**src/rtl/midi_tx_pkg.sv**
```systemverilog
// midi_tx_pkg: definitions shared by the MIDI rx and tx paths.
//   - payload width, Note On/Off status nibbles, UART frame length
//   - message FSM state type
//   - clksPerBit(): bit-period derivation, so rx and tx always agree on timing
`ifndef MIDI_PAYLOAD_BITS
`define MIDI_PAYLOAD_BITS 8
`endif

package midi_tx_pkg;
  localparam logic [3:0] MIDI_NOTE_ON  = 4'h9;
  localparam logic [3:0] MIDI_NOTE_OFF = 4'h8;
  localparam int         FRAME_BITS    = 10;   // start + 8 data + stop

  typedef enum logic [1:0] {
    IDLE,
    STATUS,
    DATA1,
    DATA2
  } msgState_e;

  // Truncating division: any remainder is dropped, matching the rx sampler.
  function automatic int clksPerBit(input int clkFreq, input int baudRate);
    return clkFreq / baudRate;
  endfunction
endpackage

```
**src/rtl/midi_tx_byte.sv**
```systemverilog
// midi_tx_byte: 8N1 UART byte transmitter (mirror of the rx receiver).
// Ports:
//   clk_i, nrst_i  clock, async active-low reset
//   start_i        load data_i and begin a frame; taken when idle or in the done cycle
//   data_i[7:0]    byte to send, LSB first
//   txData_o       serial line, idle high
//   busy_o         frame in flight
//   done_o         high during the last cycle of the stop bit
module midi_tx_byte
  import midi_tx_pkg::*;
#(
  parameter int CLKS_PER_BIT = 320
) (
  input  logic       clk_i,
  input  logic       nrst_i,
  input  logic       start_i,
  input  logic [7:0] data_i,
  output logic       txData_o,
  output logic       busy_o,
  output logic       done_o
);
  localparam int CNT_W = (CLKS_PER_BIT > 1) ? $clog2(CLKS_PER_BIT) : 1;

  logic [CNT_W-1:0]      baudCnt;
  logic [3:0]            bitIdx;
  logic [FRAME_BITS-1:0] shiftReg;
  logic                  bitEnd;

  assign bitEnd   = (baudCnt == CNT_W'(CLKS_PER_BIT - 1));
  // done is combinational so the next frame can be loaded in the same cycle,
  // giving back-to-back frames with no idle gap.
  assign done_o   = busy_o && bitEnd && (bitIdx == 4'(FRAME_BITS - 1));
  // Line is the shift register LSB: registered, and ones-filled when idle/reset.
  assign txData_o = shiftReg[0];

  always_ff @(posedge clk_i or negedge nrst_i) begin
    if (!nrst_i) begin
      shiftReg <= '1;
      busy_o   <= 1'b0;
      baudCnt  <= '0;
      bitIdx   <= '0;
    end else if (start_i && (!busy_o || done_o)) begin
      shiftReg <= {1'b1, data_i, 1'b0};
      busy_o   <= 1'b1;
      baudCnt  <= '0;
      bitIdx   <= '0;
    end else if (busy_o) begin
      if (bitEnd) begin
        baudCnt  <= '0;
        shiftReg <= {1'b1, shiftReg[FRAME_BITS-1:1]};
        if (bitIdx == 4'(FRAME_BITS - 1)) begin
          busy_o <= 1'b0;
          bitIdx <= '0;
        end else begin
          bitIdx <= bitIdx + 4'd1;
        end
      end else begin
        baudCnt <= baudCnt + CNT_W'(1);
      end
    end
  end
endmodule

```
**src/rtl/midi_tx.sv**
```systemverilog
// midi_tx: encodes a Note On / Note Off request as a 3-byte MIDI channel
// message and sends it as back-to-back 8N1 frames.
// Ports:
//   clk_i, nrst_i     clock, async active-low reset
//   noteOnStrb_i      one-cycle Note On request (wins over Note Off)
//   noteOffStrb_i     one-cycle Note Off request
//   note_i, velocity_i payload bytes, bit 7 cleared on transmit
//   txData_o          UART line, idle high
//   busy_o            message in flight; requests are dropped while high
//   doneStrb_o        one-cycle pulse after the last stop bit
module midi_tx
  import midi_tx_pkg::*;
#(
  parameter int CLK_FREQ     = 10_000_000,
  parameter int BAUD_RATE    = 31250,
  parameter int MIDI_CHANNEL = 0
) (
  input  logic                          clk_i,
  input  logic                          nrst_i,
  input  logic                          noteOnStrb_i,
  input  logic                          noteOffStrb_i,
  input  logic [`MIDI_PAYLOAD_BITS-1:0] note_i,
  input  logic [`MIDI_PAYLOAD_BITS-1:0] velocity_i,
  output logic                          txData_o,
  output logic                          busy_o,
  output logic                          doneStrb_o
);
  localparam int CPB = clksPerBit(CLK_FREQ, BAUD_RATE);

  msgState_e                     state, nextState;
  logic [`MIDI_PAYLOAD_BITS-1:0] noteReg, velReg;
  logic                          accept, txStart, txBusy, txDone;
  logic [7:0]                    txByte;

  assign busy_o = (state != IDLE);

  // Byte mux: the status byte is built straight from the strobes in the
  // acceptance cycle so the start bit leaves on the very next cycle.
  always_comb begin
    nextState = state;
    accept    = 1'b0;
    txStart   = 1'b0;
    txByte    = 8'h00;
    case (state)
      IDLE: if ((noteOnStrb_i || noteOffStrb_i) && !txBusy) begin
        accept    = 1'b1;
        txStart   = 1'b1;
        txByte    = {noteOnStrb_i ? MIDI_NOTE_ON : MIDI_NOTE_OFF, 4'(MIDI_CHANNEL)};
        nextState = STATUS;
      end
      STATUS: if (txDone) begin
        txStart   = 1'b1;
        txByte    = noteReg;
        nextState = DATA1;
      end
      DATA1: if (txDone) begin
        txStart   = 1'b1;
        txByte    = velReg;
        nextState = DATA2;
      end
      DATA2: if (txDone) nextState = IDLE;
      default: nextState = IDLE;
    endcase
  end

  always_ff @(posedge clk_i or negedge nrst_i) begin
    if (!nrst_i) begin
      state      <= IDLE;
      noteReg    <= '0;
      velReg     <= '0;
      doneStrb_o <= 1'b0;
    end else begin
      state      <= nextState;
      doneStrb_o <= (state == DATA2) && txDone;
      if (accept) begin
        // MSB cleared here so data bytes can never look like status bytes.
        noteReg <= note_i & 8'h7F;
        velReg  <= velocity_i & 8'h7F;
      end
    end
  end

  midi_tx_byte #(.CLKS_PER_BIT(CPB)) uByte (
    .clk_i    (clk_i),
    .nrst_i   (nrst_i),
    .start_i  (txStart),
    .data_i   (txByte),
    .txData_o (txData_o),
    .busy_o   (txBusy),
    .done_o   (txDone)
  );
endmodule
```
**config.mk**
```make
export PLATFORM = sky130hd
export DESIGN_NAME = midi_tx
export DESIGN_NICKNAME = d
export VERILOG_FILES = /design/src/rtl/midi_tx_pkg.sv /design/src/rtl/midi_tx_byte.sv /design/src/rtl/midi_tx.sv
export SDC_FILE = /design/constraint.sdc
export NUM_CORES = 1
export LEC_CHECK = 0
export CAP_MARGIN = 20
export CORE_AREA = 2 2 78 80
export CTS_BUF_LIST = sky130_fd_sc_hd__clkbuf_8 sky130_fd_sc_hd__clkbuf_16
export DETAILED_ROUTE_END_ITERATION = 12
export DIE_AREA = 0 0 80 82
export HOLD_SLACK_MARGIN = 0.03
export SLEW_MARGIN = 20
export SYNTH_ARGS = -nofsm -noshare
export SYNTH_HDL_FRONTEND = slang
export SYNTH_SLANG_ARGS = --single-unit
```
**constraint.sdc**
```tcl
create_clock -name clk_i -period 2.3 [get_ports clk_i]
set_clock_uncertainty 0.2 [all_clocks]
set_input_delay 0.46 -clock clk_i [delete_from_list [all_inputs] [get_ports clk_i]]
set_output_delay 0.46 -clock clk_i [all_outputs]
set_load 0.01 [all_outputs]
```
# Word-level counts from Yosys, hierarchy flattened
# Index checks and enable logic that the tools add are counted.
# Widths: inputs -> output; s select.
dict set report word_totals {
  reg_bits 41
  input_bits 20
  output_inout_bits 3
  elab_cells 62
}
dict set report classes {
  addsub 2
  n_eq_ne 9
  n_mux 28
  reduce_logical 15
}
# operator count
set ops {}
lappend ops {{$mux 10} 3}
lappend ops {{$mux 9} 3}
lappend ops {{$pmux 8 s3} 1}
lappend ops {{$mux 4} 4}
lappend ops {{$mux 7} 2}
lappend ops {{$add 9x1->9 const B} 1}
lappend ops {{$eq 9x9->1 const B} 1}
lappend ops {{$mux 1} 8}
lappend ops {{$mux 2} 4}
lappend ops {{$mux 8} 1}
lappend ops {{$ne 2x2->1 const B} 4}
lappend ops {{$pmux 2 s4} 1}
lappend ops {{$reduce_bool 2->1} 3}
lappend ops {{$logic_and 1x1->1} 5}
lappend ops {{$add 4x1->4 const B} 1}
lappend ops {{$eq 2x2->1 const B} 2}
lappend ops {{$eq 4x4->1 const B} 1}
lappend ops {{$reduce_and 4->1} 1}
lappend ops {{$eq 2x1->1 const B} 1}
lappend ops {{$logic_not 2->1} 1}
lappend ops {{$logic_or 1x1->1} 2}
lappend ops {{$pmux 1 s2} 1}
lappend ops {{$reduce_and 2->1} 1}
lappend ops {{$reduce_or 2->1} 1}
lappend ops {{$logic_not 1->1} 1}

# Logic depth before layout (Yosys ltp)
dict set report depth {
  depth_word 8
  ltp_mapped 7
  depth_no_buf 6
}

# Cells and area by module
# A second synthesis with hierarchy kept.
dict set report hier_totals {
  hier_cells 227
  hier_area_um2 2428.6
}
# module instances cells_per_inst area_each_um2 seq_area_each_um2
set modules_own_cells {}
lappend modules_own_cells {midi_tx_byte 1 156 1483.9 586.8}
lappend modules_own_cells {midi_tx 1 71 944.7 425.4}

# Worst setup path before layout
# No wires, ideal clock.
dict set report synth_timing {
  path_type {register to register}
  from {reg state[0]}
  to {reg uByte.shiftReg[7]}
  setup_time_ns 0.075
  arrival_ns 1.810
  required_time_ns 2.025
  path_slack_ns 0.215
  stages_incl_launch_ff 8
  path_buffers 1
  period_less_slack_ns 2.085
  cell_sequence {dfrtp_1 > inv_1 > ha_1 > o21ai_0 > nand2b_1 > a211oi_4 > buf_6 > mux2i_1}
}
dict set report synth_via {
  elab_chain_cells 6
  elab_cells_between_ends 11
  cone_classes {eq/ne: 2; mux: 3; reduce/logical: 6}
}
# item line
set synth_lines {}
lappend synth_lines {{start, declared} midi_tx.sv:30} ;# msgState_e state, nextState;
lappend synth_lines {{start signal, assigned} midi_tx.sv:73} ;# state <= nextState;
lappend synth_lines {{$eq 2x2->1 or $eq 2x1->1 (tied branches)} midi_tx.sv:44} ;# case (state)
lappend synth_lines {{$reduce_or 2->1 (no source line)} --}
lappend synth_lines {{$pmux 1 s2} midi_tx.sv:44}
lappend synth_lines {{$logic_and 1x1->1} midi_tx_byte.sv:42} ;# end else if (start_i && (!busy_o || done_o)) begin
lappend synth_lines {{$reduce_bool 2->1 (no source line)} --}
lappend synth_lines {{$reduce_and 2->1 (no source line)} --}
lappend synth_lines {{end signal, assigned} midi_tx_byte.sv:43} ;# shiftReg <= {1'b1, data_i, 1'b0};
lappend synth_lines {{end signal, assigned} midi_tx_byte.sv:50} ;# shiftReg <= {1'b1, shiftReg[FRAME_BITS-1:1]};
lappend synth_lines {{end, declared} midi_tx_byte.sv:26} ;# logic [FRAME_BITS-1:0] shiftReg;
# Several ways; a longest one is shown, not always the timed one.
# A chain may end at the register's enable or synchronous reset.

# Worst setup path after layout
dict set report layout_timing {
  from {reg state[0]}
  to {reg uByte.shiftReg[1]}
}
# The elaborated chain is that of the path after synthesis.

==> impl_metrics.json <==
{
  "design.core.area_um2": 5750,
  "io_pins": 23,
  "synth_area_per_cell_um2": 11.6,
  "finalCritPeriodShare": 0.907,
  "grt_first_pass_wirelength_um": 6890,
  "grt_max_degree": 41,
  "place_area_um2": 2400,
  "dr.pass1.iters": 4,
  "numClockSinks": 40,
  "htree_levels": 2,
  "vias": 1432,
  "dp_hpwl_um": 2780,
  "syn_nets": 208,
  "crit_chain": "inv_1 -> ha_1 -> o21ai_0 -> nand2b_1 -> a211oi_4 -> buf_4 -> mux2i_1",
  "numCtsBuffers": 5,
  "worstMarginPinSlew_ps": 510,
  "remaining_drc_errors": 0,
  "cts_max_path_buffers": 2,
  "fin_crit_ps": 2090,
  "p_per_area_nw_per_um2": 532,
  "nNetsFinal": 238,
  "internal_power_mw": 1.06,
  "ant_nets": 0,
  "clkPwrFrac": 0.444,
  "clk_latency_ps": 290,
  "die_w_um": 80,
  "slew_violations": 0,
  "worst_ep_required_time_ps": 2320,
  "antenna_found_initial": 0,
  "grt-ovfl-total": 0,
  "power.leakage_nw": 1.13,
  "fp.dieArea_um2": 6560,
  "slowest_stage": "dfrtp_1",
  "p_switching_uw": 286,
  "die_y_um": 82,
  "path_class": "reg -> reg",
  "path_clk_slew_ps": 90,
  "drt_wl_total_um": 3800,
  "hold_viol": 0,
  "root_buffer": "clkbuf_8",
  "antenna_cells": 0,
  "grt_setup_unrepaired": "false",
  "cts_tree": "yes",
  "comb_power_share": 0.032,
  "post-route-util": 0.439,
  "peakVddDrop_v": 0.000322,
  "post_drt_wl_per_cell_um": 13.3,
  "power.total_mw": 1.34,
  "grt_pass1_vias": 1518,
  "cts_hold_buf": 0,
  "yosysUniqueCellTypes": 45,
  "drtIter0Drc": 56,
  "critPathMaxStageDelay_ps": 410,
  "synth_warnings": 0,
  "syn2layout_area_growth_pct": 21.1,
  "status": "finished clean",
  "ys_ff_latch": 40,
  "drive_gt1_frac": 0.246,
  "gp_congestion": 0.711,
  "dp_slack_ps": 16.2,
  "syn-instance-count": 180,
  "seq_area_frac_synth": 0.486,
  "p_seq_frac": 0.524,
  "row_count": 28,
  "fin_area_um2": 2520,
  "setup_ws_ps": 215,
  "slew_headroom": 0.651,
  "syn_area_um2": 2080,
  "tns_ps": 0,
  "viasPerCell": 5.01,
  "maxCapViolations": 0,
  "cp-end-kind": "register",
  "worstPathArrival_ps": 2100,
  "max_freq_ghz": 0.480,
  "setup_viol": 0,
  "cp_max_fo": 9,
  "switching_share": 0.213,
  "initial_core_util": 0.363,
  "cp-start-kind": "register",
  "hold_path.class": "in -> async",
  "io_buffer_count": 20,
  "grtUsageTotal": 0.136
}
-- placed cells by master, fill, tap and decap left out, types with 2 or more instances in the layout --
master / count
ha_1: 8
buf_4: 9
a21oi_1: 9
xor2_1: 3
nand3_1: 5
or3_1: 4
mux2i_1: 16
dfstp_2: 9
a22o_1: 7
mux2_2: 14
and2_1: 2
nand2_1: 15
or4_1: 2
inv_1: 5
nor2_1: 7
nor2b_1: 3
nand4_1: 3
clkbuf_8: 5
dfrtp_1: 31
clkdlybuf4s50_1: 18
o31ai_1: 2
o21ai_0: 7
-- layout make-up --
cell class | count | area, um^2
multi-input cells | 128 | 1020
repair buffers | 29 | 262
clock buffers | 5 | 68.8
flip-flops and latches | 40 | 1010
well taps | 75 | 93.8
clock inverters | 3 | 46.3
inverters | 6 | 22.5
fillers | 595 | 3220
-- sequential cells by signal (all words and copies together) (netlist names) --
name,cells
uByte.shiftReg,9
velReg,7
uByte.busy_o,1
state,2
uByte.baudCnt,9
noteReg,7
uByte.bitIdx,4
doneStrb_o,1
-- cell usage after synthesis (all sizes together) --
cell     count  area share
dfrtp       31        0.37
nand2b       1      0.0030
and2         2      0.0060
nand2       15       0.027
inv          6       0.011
or2          1      0.0030
a2111oi      1      0.0042
a22o         7       0.029
clkbuf       1      0.0018
nand3b       1      0.0036
mux2i       16       0.077
ha           8       0.048
xnor2        1      0.0042
o21a         1      0.0036
or3b         1      0.0054
nand4        4       0.015
o21ai        7       0.017
o31ai        2      0.0072
a211oi       1      0.0096
nor4         1       0.010
nor2         7       0.013
nor3b        1      0.0060
nor3         1      0.0024
or4          2      0.0072
nor2b        3      0.0090
o21bai       1      0.0036
and4         1      0.0054
o22ai        1      0.0030
a32oi        1      0.0042
nor4b        1      0.0042
buf          5       0.013
mux2        15       0.083
or3          4       0.012
a21oi       10       0.026
xor2         3       0.013
nand3        5       0.012
dfstp        9        0.11
a41oi        1      0.0078
and3b        1      0.0042
-- logic make-up after synthesis --
group | synth area share
flops | 0.486
compound gates | 0.115
simple gates | 0.148
fa+ha+maj | 0.0480
xor+xnor | 0.0168
mux | 0.160
buf+inv | 0.0258
-- per-stage QoR --
stage | std cells | hold WS (ps)
detailed placement | 277 | 299
finish | 286 | 13.0
global route | 286 | 55.4
global placement | 277 | 291
CTS | 286 | 36.2
floorplan | 180 | -35.6
-- timing repair --
action | CTS | global route
gates resized for setup | 1 | 0
buffers inserted | 1 | 0
endpoints found under the hold margin | 0 | 0
endpoints found under the setup margin | 1 | 0
-- path summary, 6_finish.rpt --
kind                            from                end  slack [ps]  cells past startpoint
min                           nrst_i   uByte.baudCnt[2]          10                      2
min in group clk_i         velReg[6]          velReg[6]         310                      1
min reg2reg                velReg[6]          velReg[6]         310                      1
max reg2reg                 state[0]  uByte.shiftReg[1]         210                      7
max                         state[0]  uByte.shiftReg[1]         210                      7
max in group asynchronous     nrst_i  uByte.shiftReg[5]        1510                      2
-- worst max-delay path, delay by kind of cell (launching register included) --
| kind | cells | cell delay (ps) |
|---|---|---|
| flip-flops | 1 | 410 |
| AO/OA/AOI/OAI | 2 | 400 |
| buffers and inverters | 2 | 330 |
| AND/OR/NAND/NOR | 1 | 250 |
| adder cells (fa/ha/maj) | 1 | 220 |
| multiplexers | 1 | 210 |
-- per-layer routing --
layer	global-route usage	up-vias	share of wire	wire, um
met5	0	-	0	0
met4	0.0424	0	0.0039	15
met3	0.0418	2	0.047	177
met2	0.228	29	0.49	1870
met1	0.168	692	0.46	1730
li1	-	709	-	-
-- power by group through the flow --
stage / logic [mW] / clock network [mW] / registers, mW
after floorplan: 0.000211 / 0 / 0.717
after global placement: 0.0438 / 0 / 0.717
after detailed placement: 0.0443 / 0 / 0.717
after CTS: 0.0443 / 0.615 / 0.703
after global routing: 0.0474 / 0.649 / 0.704
final: 0.0425 / 0.596 / 0.703
Note: power is estimated with default switching activity, not from simulation.
